### src/rtl/branch_resolver_pkg.sv
// Shared types and constants for the EX-stage branch resolver.
package branch_resolver_pkg;

    localparam int unsigned XLEN = 32;

    localparam logic [2:0] BR_EQ  = 3'b000;
    localparam logic [2:0] BR_NE  = 3'b001;
    localparam logic [2:0] BR_LT  = 3'b100;
    localparam logic [2:0] BR_GE  = 3'b101;
    localparam logic [2:0] BR_LTU = 3'b110;
    localparam logic [2:0] BR_GEU = 3'b111;

    typedef enum logic {
        S_RUN    = 1'b0,
        S_SQUASH = 1'b1
    } br_state_e;

    typedef struct packed {
        logic [XLEN-1:0] pc;
        logic [XLEN-1:0] branch_pc;
        logic            predict;
        logic            actual;
        logic            branch;
    } res_pkt_t;

endpackage

### src/rtl/branch_resolver_if.sv
// EX-side operands in, resolution packet / squash / perf counters out.
interface branch_resolver_if #(
    parameter int unsigned DATA_W = 32,
    parameter int unsigned CNT_W  = 32
);
    logic              stall;
    logic              ex_valid;
    logic              branch;
    logic              predict;
    logic              ujtype;
    logic [2:0]        funct3;
    logic [DATA_W-1:0] rs1_data;
    logic [DATA_W-1:0] rs2_data;
    logic [DATA_W-1:0] pc;
    logic [DATA_W-1:0] imm;
    logic              pred_taken;
    logic [DATA_W-1:0] pred_target;

    logic [DATA_W-1:0] old_pc;
    logic [DATA_W-1:0] old_branch_pc;
    logic              old_predict;
    logic              old_actual;
    logic              old_branch;
    logic              redirect;
    logic              squash;
    logic [CNT_W-1:0]  branch_cnt;
    logic [CNT_W-1:0]  miss_cnt;

    modport master (
        output stall, ex_valid, branch, predict, ujtype, funct3,
               rs1_data, rs2_data, pc, imm, pred_taken, pred_target,
        input  old_pc, old_branch_pc, old_predict, old_actual, old_branch,
               redirect, squash, branch_cnt, miss_cnt
    );

    modport slave (
        input  stall, ex_valid, branch, predict, ujtype, funct3,
               rs1_data, rs2_data, pc, imm, pred_taken, pred_target,
        output old_pc, old_branch_pc, old_predict, old_actual, old_branch,
               redirect, squash, branch_cnt, miss_cnt
    );
endinterface

### src/rtl/branch_compare.sv
// Conditional-branch comparator: funct3 selects the compare, unknown codes are not taken.
module branch_compare
    import branch_resolver_pkg::*;
#(
    parameter int unsigned DATA_W = XLEN
) (
    input  logic [2:0]        funct3,
    input  logic [DATA_W-1:0] rs1,
    input  logic [DATA_W-1:0] rs2,
    output logic              taken_c
);

    always_comb begin
        taken_c = 1'b0;
        case (funct3)
            BR_EQ:   taken_c = (rs1 == rs2);
            BR_NE:   taken_c = (rs1 != rs2);
            BR_LT:   taken_c = ($signed(rs1) <  $signed(rs2));
            BR_GE:   taken_c = ($signed(rs1) >= $signed(rs2));
            BR_LTU:  taken_c = (rs1 <  rs2);
            BR_GEU:  taken_c = (rs1 >= rs2);
            default: taken_c = 1'b0;
        endcase
    end

endmodule

### src/rtl/branch_resolver.sv
// Resolves control transfers in EX, registers the predictor-update packet,
// squashes wrong-path instructions after a redirect and counts branches/misses.
module branch_resolver
    import branch_resolver_pkg::*;
#(
    parameter int unsigned DATA_W       = XLEN,
    parameter int unsigned SQUASH_DEPTH = 2,
    parameter int unsigned CNT_W        = 32
) (
    input  logic             clk,
    input  logic             rst,
    branch_resolver_if.slave br
);

    localparam int unsigned SQ_W = $clog2(SQUASH_DEPTH + 1);

    br_state_e         state, state_n;
    logic [SQ_W-1:0]   sq_cnt, sq_cnt_n;
    logic              squash_c;
    logic              taken_c;
    logic              res_en_c;
    res_pkt_t          pkt_d, pkt_q;
    logic              redirect_q;
    logic [CNT_W-1:0]  branch_cnt_q;
    logic [CNT_W-1:0]  miss_cnt_q;
    logic [DATA_W-1:0] seq_pc_c;
    logic [DATA_W-1:0] rel_pc_c;
    logic [DATA_W-1:0] jalr_pc_c;
    logic [DATA_W-1:0] next_pc_c;

    branch_compare #(.DATA_W(DATA_W)) u_cmp (
        .funct3  (br.funct3),
        .rs1     (br.rs1_data),
        .rs2     (br.rs2_data),
        .taken_c (taken_c)
    );

    assign res_en_c = br.ex_valid && br.branch && !squash_c && !br.stall;

    // Direction/target evaluation; jalr reports a RAS miss as predict=0/actual=1.
    always_comb begin
        seq_pc_c  = br.pc + DATA_W'(4);
        rel_pc_c  = br.pc + br.imm;
        jalr_pc_c = (br.rs1_data + br.imm) & {{(DATA_W-1){1'b1}}, 1'b0};
        next_pc_c = seq_pc_c;
        pkt_d     = '0;
        if (br.predict) begin
            next_pc_c     = taken_c ? rel_pc_c : seq_pc_c;
            pkt_d.predict = br.pred_taken;
            pkt_d.actual  = taken_c;
            pkt_d.branch  = 1'b1;
        end else if (br.ujtype) begin
            next_pc_c     = rel_pc_c;
            pkt_d.predict = 1'b1;
            pkt_d.actual  = 1'b1;
        end else begin
            next_pc_c     = jalr_pc_c;
            pkt_d.predict = (jalr_pc_c == br.pred_target);
            pkt_d.actual  = 1'b1;
        end
        pkt_d.pc        = XLEN'(next_pc_c);
        pkt_d.branch_pc = XLEN'(br.pc);
    end

    // Packet register: pulses clear on idle cycles, pcs hold, stall freezes everything.
    always_ff @(posedge clk) begin
        if (rst) begin
            pkt_q      <= '0;
            redirect_q <= 1'b0;
        end else if (!br.stall) begin
            if (res_en_c) begin
                pkt_q      <= pkt_d;
                redirect_q <= (pkt_d.predict != pkt_d.actual);
            end else begin
                pkt_q.predict <= 1'b0;
                pkt_q.actual  <= 1'b0;
                pkt_q.branch  <= 1'b0;
                redirect_q    <= 1'b0;
            end
        end
    end

    // Saturating performance counters.
    always_ff @(posedge clk) begin
        if (rst) begin
            branch_cnt_q <= '0;
            miss_cnt_q   <= '0;
        end else if (res_en_c) begin
            if (branch_cnt_q != '1)
                branch_cnt_q <= branch_cnt_q + CNT_W'(1);
            if ((pkt_d.predict != pkt_d.actual) && (miss_cnt_q != '1))
                miss_cnt_q <= miss_cnt_q + CNT_W'(1);
        end
    end

    always_ff @(posedge clk) begin
        if (rst) begin
            state  <= S_RUN;
            sq_cnt <= '0;
        end else begin
            state  <= state_n;
            sq_cnt <= sq_cnt_n;
        end
    end

    // A fresh redirect (re)arms the squash window; bubbles do not consume it.
    always_comb begin
        state_n  = state;
        sq_cnt_n = sq_cnt;
        if (!br.stall) begin
            if (redirect_q) begin
                state_n  = S_SQUASH;
                sq_cnt_n = SQ_W'(SQUASH_DEPTH);
            end else if ((state == S_SQUASH) && br.ex_valid) begin
                sq_cnt_n = sq_cnt - SQ_W'(1);
                if (sq_cnt == SQ_W'(1))
                    state_n = S_RUN;
            end
        end
    end

    always_comb begin
        squash_c = 1'b0;
        if (state == S_SQUASH)
            squash_c = br.ex_valid;
    end

    assign br.squash        = squash_c;
    assign br.old_pc        = DATA_W'(pkt_q.pc);
    assign br.old_branch_pc = DATA_W'(pkt_q.branch_pc);
    assign br.old_predict   = pkt_q.predict;
    assign br.old_actual    = pkt_q.actual;
    assign br.old_branch    = pkt_q.branch;
    assign br.redirect      = redirect_q;
    assign br.branch_cnt    = branch_cnt_q;
    assign br.miss_cnt      = miss_cnt_q;

endmodule

### src/flat_wrapper.sv
// flat-port wrapper written by rule: the top's interface ports become plain ports
module branch_resolver_flat import branch_resolver_pkg::*;
#(
    parameter int unsigned DATA_W       = XLEN,
    parameter int unsigned SQUASH_DEPTH = 2,
    parameter int unsigned CNT_W        = 32
)
  (clk, rst, br_stall, br_ex_valid, br_branch, br_predict, br_ujtype, br_funct3, br_rs1_data, br_rs2_data, br_pc, br_imm, br_pred_taken, br_pred_target, br_old_pc, br_old_branch_pc, br_old_predict, br_old_actual, br_old_branch, br_redirect, br_squash, br_branch_cnt, br_miss_cnt);
  branch_resolver_if #(.DATA_W(DATA_W), .CNT_W(CNT_W)) br_i ();
  input  logic clk;
  input  logic rst;
  input wire logic [$bits(br_i.stall)-1:0] br_stall;
  input wire logic [$bits(br_i.ex_valid)-1:0] br_ex_valid;
  input wire logic [$bits(br_i.branch)-1:0] br_branch;
  input wire logic [$bits(br_i.predict)-1:0] br_predict;
  input wire logic [$bits(br_i.ujtype)-1:0] br_ujtype;
  input wire logic [$bits(br_i.funct3)-1:0] br_funct3;
  input wire logic [$bits(br_i.rs1_data)-1:0] br_rs1_data;
  input wire logic [$bits(br_i.rs2_data)-1:0] br_rs2_data;
  input wire logic [$bits(br_i.pc)-1:0] br_pc;
  input wire logic [$bits(br_i.imm)-1:0] br_imm;
  input wire logic [$bits(br_i.pred_taken)-1:0] br_pred_taken;
  input wire logic [$bits(br_i.pred_target)-1:0] br_pred_target;
  output wire logic [$bits(br_i.old_pc)-1:0] br_old_pc;
  output wire logic [$bits(br_i.old_branch_pc)-1:0] br_old_branch_pc;
  output wire logic [$bits(br_i.old_predict)-1:0] br_old_predict;
  output wire logic [$bits(br_i.old_actual)-1:0] br_old_actual;
  output wire logic [$bits(br_i.old_branch)-1:0] br_old_branch;
  output wire logic [$bits(br_i.redirect)-1:0] br_redirect;
  output wire logic [$bits(br_i.squash)-1:0] br_squash;
  output wire logic [$bits(br_i.branch_cnt)-1:0] br_branch_cnt;
  output wire logic [$bits(br_i.miss_cnt)-1:0] br_miss_cnt;
  assign br_i.stall = br_stall;
  assign br_i.ex_valid = br_ex_valid;
  assign br_i.branch = br_branch;
  assign br_i.predict = br_predict;
  assign br_i.ujtype = br_ujtype;
  assign br_i.funct3 = br_funct3;
  assign br_i.rs1_data = br_rs1_data;
  assign br_i.rs2_data = br_rs2_data;
  assign br_i.pc = br_pc;
  assign br_i.imm = br_imm;
  assign br_i.pred_taken = br_pred_taken;
  assign br_i.pred_target = br_pred_target;
  assign br_old_pc = br_i.old_pc;
  assign br_old_branch_pc = br_i.old_branch_pc;
  assign br_old_predict = br_i.old_predict;
  assign br_old_actual = br_i.old_actual;
  assign br_old_branch = br_i.old_branch;
  assign br_redirect = br_i.redirect;
  assign br_squash = br_i.squash;
  assign br_branch_cnt = br_i.branch_cnt;
  assign br_miss_cnt = br_i.miss_cnt;
  branch_resolver #(.DATA_W(DATA_W), .SQUASH_DEPTH(SQUASH_DEPTH), .CNT_W(CNT_W)) u_core (.clk(clk), .rst(rst), .br(br_i));
endmodule
### config.mk
export PLATFORM = sky130hd
export DESIGN_NAME = branch_resolver_flat
export DESIGN_NICKNAME = d
export VERILOG_FILES = /design/src/rtl/branch_resolver_pkg.sv /design/src/rtl/branch_resolver_if.sv /design/src/rtl/branch_compare.sv /design/src/rtl/branch_resolver.sv /design/src/flat_wrapper.sv
export SDC_FILE = /design/constraint.sdc
export NUM_CORES = 1
export LEC_CHECK = 0
export ABC_AREA = 1
export CORE_MARGIN = 4
export CORE_UTILIZATION = 35
export CTS_CLUSTER_DIAMETER = 30
export DETAILED_ROUTE_END_ITERATION = 16
export GPL_TIMING_DRIVEN = 1
export HOLD_SLACK_MARGIN = 0.02
export MAX_ROUTING_LAYER = met4
export SETUP_SLACK_MARGIN = 0.5
export SLEW_MARGIN = 20
export SYNTH_ARGS = -nofsm -noshare
export SYNTH_HDL_FRONTEND = slang
export SYNTH_HIERARCHICAL = 1
export SYNTH_SLANG_ARGS = --single-unit
### constraint.sdc
create_clock -name clk -period 4.1 [get_ports clk]
set_input_delay 0.615 -clock clk [delete_from_list [all_inputs] [get_ports clk]]
set_output_delay 0.615 -clock clk [all_outputs]
set_load 0.02 [all_outputs]
==> results.json <==
{
  "status": "finished clean",
  "cts.sinks": 135,
  "synth_edf_count": 0,
  "crit_family": "simple AND/OR/NAND/NOR gates",
  "port_buffers": 303,
  "drt-pass1-iter-count": 5,
  "synth-seq-cells": 135,
  "grt_busiest_layer": "met2",
  "setup_tns_ns": 0,
  "cts_tree": "yes",
  "nets": 2824,
  "grtUsageTotal_pct": 24.76,
  "required_ns": 4.38,
  "ys_seq_area_share_pct": 20.58,
  "drv_cap": 0,
  "final_common_cell": "nand2_1",
  "yosys_warnings": 6,
  "cts_buffers": 17,
  "total_power_mw": 4.734,
  "grt_pass1_wl_mm": 78.66,
  "slew_headroom_pct": 38.64,
  "worst_ep_arrival_time_ns": 3.72,
  "io_pins": 304,
  "hpwl_mm": 42.79,
  "wire_per_inst_microns": 17.11,
  "async_flop_share_pct": 0,
  "fill_cells": 3782,
  "fin_crit_ns": 3.441,
  "die_y_microns": 201.7,
  "timing.final.crit_share_pct": 83.92,
  "grt-ovfl-total": 0,
  "p_per_area_nw_per_um2": 258.1,
  "critPathSlowestCell": "clkdlybuf4s50_1",
  "clock_latency_ns": 0.43,
  "cts-root-buf": "clkbuf_16",
  "regArea_sq_um": 2703,
  "syn_area_per_cell_sq_um": 5.950,
  "start_kind": "input pin",
  "crit_buf_inv": 3,
  "area_growth_pct": 39.67,
  "totalWireLength_mm": 51.96,
  "netlist_area_sq_um": 13130,
  "hold_class": "register to register",
  "via_per_inst": 5.101,
  "routabilityCongestion": 0.9385,
  "antenna_left": 0,
  "worstMarginPinSlew_ns": 0.9170,
  "rows": 70,
  "cpPeakStageDelay_ns": 0.48,
  "hold_viol": 0,
  "synth_cell_type_count": 56,
  "drc": 0,
  "holdWs_ns": 0.4654,
  "grt_pass1_vias": 14740,
  "fmax_ghz": 0.2907,
  "drive_above_1_share_pct": 9.349,
  "cp_common_cell": "nand2_1",
  "clk_pin_slew_ns": 0.06,
  "grt_use_met1_pct": 32.85,
  "die_area_sq_um": 40680,
  "coreArea_sq_um": 36790,
  "final_cell_mix": "592 x nand2_1, 329 x inv_1, 283 x clkdlybuf4s50_1, 219 x nor2_1, 142 x nand3_1",
  "die_x_microns": 201.7,
  "end_kind": "register",
  "h-tree-depth": 4,
  "drt-initial-drc-count": 1005,
  "final.setup_skew_ns": 0.007319,
  "via_count": 15490,
  "worstPathCellList": "clkdlybuf4s50_1 -> ha_4 -> nand2_1 -> nor2_1 -> buf_4 -> nand2_1 -> nor2_1 -> nand2_2 -> nand4_1 -> nand2_1 -> nand2_1 -> nand2_1 -> nor2_1 -> nand2_1 -> nor2_1 -> nand3_2 -> nand2_4 -> nand2_2 -> nand2_4 -> nand3_4 -> buf_12 -> nand2_1 -> a21oi_1",
  "hold_buffers": 0,
  "multiInputGateArea_sq_um": 9414,
  "drv_slew": 0,
  "p_leak_nw": 8.370,
  "rsz0062_at_grt": "yes",
  "finalSetupViolCount": 0,
  "crit_fanout": 17,
  "synthCells": 2207,
  "worstSetupPathType": "input pin to register",
  "vdd_drop_max_v": 0.0002395,
  "grt_antenna_before_repair": 2,
  "syn-num-nets": 2477,
  "grt_use_met2_pct": 40.55,
  "grt_max_degree": 92,
  "use_met3_pct": 2.111,
  "cts_buffer_depth": 2,
  "synth_flop_cell": "dfxtp_1",
  "initial_core_util_pct": 35.70
}
==> metrics by stage <==
| stage | setup slack, ns | utilization [%] | std cells | instance area, sq um |
|---|---|---|---|---|
| after floorplan | 1.059 | - | 2207 | 13130 |
| after global placement | 0.07596 | 46.46 | 2998 | 17090 |
| after detailed placement | 0.02600 | 46.46 | 2998 | 17090 |
| after CTS | 0.5216 | 48.19 | 3030 | 17730 |
| after global routing | 0.4617 | 49.86 | 3037 | 18340 |
| final | 0.6595 | 49.86 | 3037 | 18340 |
==> cells by family (layout without fill, tap and decap cells) <==
kind of cell	after synthesis	count (layout)	synth area share, %
simple gates	1174	1174	38.71
buf+inv	392	752	11.49
compound gates	329	329	14.14
flops	135	135	20.58
fa+ha+maj	99	99	9.547
xor+xnor	78	78	5.526
other cells	0	2	0
==> power by group <==
part           switching [mW]  leakage [nW]  total [mW]  internal, mW
Combinational           0.990          6.97        1.70         0.714
Clock                   0.661         0.300        1.65         0.990
Sequential             0.0273          1.10        1.38          1.35
==> Yosys cell counts, types with 4 or more instances <==
library cell  instances  area share [%]
nand4_1              55             2.6
o21ai_0             112             4.3
clkinv_1              5            0.14
nor2_1              232             6.6
or2_2                14            0.67
xor2_1               52             3.5
a21o_1                7            0.40
a31oi_1              10            0.48
nand2_2              13            0.62
nor3_1               58             2.2
ha_1                 97             9.2
inv_1               332             9.5
nand3b_1             10            0.57
nor3b_1               4            0.23
nand2_1             607              17
dfxtp_1             135              21
nand3_1             146             5.6
clkbuf_1             38             1.1
o21bai_1              4            0.23
a21oi_2               8            0.53
inv_2                 6            0.17
o2111ai_1             5            0.33
a21oi_1             141             5.4
nor4_1               13            0.62
o21a_1                5            0.29
o211ai_1             15            0.86
nor2_2                9            0.43
a41oi_1               7            0.47
xnor2_1              23             1.5
==> registers in the layout, summed over array words and instances, names as in the netlist <==
register,count
u_core/br.redirect,1
u_core/br.old_actual,1
u_core/br.old_predict,1
u_core/sq_cnt,2
u_core/state,1
u_core/br.old_pc,32
u_core/br.branch_cnt,32
u_core/br.old_branch,1
u_core/br.miss_cnt,32
u_core/br.old_branch_pc,32
==> path summary, 6_finish.rpt <==
kind	start	endpoint	slack [ns]	depth (start not counted)
worst max-delay path	br_imm[22]	u_core/br.miss_cnt[2]$_SDFFE_PP0P_	0.66	23
worst min-delay path	u_core/state$_SDFFE_PP0P_	u_core/state$_SDFFE_PP0P_	0.47	2
worst max register to register	u_core/br.miss_cnt[1]$_SDFFE_PP0P_	u_core/br.miss_cnt[24]$_SDFFE_PP0P_	1.36	11
worst min register to register	u_core/state$_SDFFE_PP0P_	u_core/state$_SDFFE_PP0P_	0.47	2
==> area by class of cell <==
cell class | count | area share, %
inverters | 343 | 7.041
multi-input cells | 1680 | 51.33
flip-flops and latches | 135 | 14.74
repair buffers | 377 | 20.26
diodes | 2 | 0.02729
clock inverters | 14 | 1.017
clock buffers | 18 | 2.395
well taps | 468 | 3.193
==> worst reg2reg max path, delay by kind of cell, from the launching register on <==
| family | cells | cell delay (ns) |
|---|---|---|
| AO/OA/AOI/OAI | 1 | 0.06 |
| buffers and inverters | 1 | 0.33 |
| flip-flops | 1 | 0.42 |
| AND/OR/NAND/NOR | 8 | 1.51 |
| adder cells (fa/ha/maj) | 1 | 0.26 |
==> routing by layer <==
layer,routed length [microns],vias to the layer above,part of all wire (%)
met4,1227,0,2.4
met5,0,-,0
met1,23970,7056,46
li1,-,7874,-
met2,24230,504,47
met3,2532,57,4.9
==> repair_timing <==
| action | 4_1_cts | 5_1_grt |
|---|---|---|
| resized for setup | 3 | 108 |
| setup endpoints to repair | 31 | 55 |
| pin swaps | 0 | 8 |
| hold endpoints to repair | 0 | 0 |
| setup buffers | 0 | 3 |
| gates cloned | 0 | 2 |
Note: power is estimated with default switching activity, not from simulation.
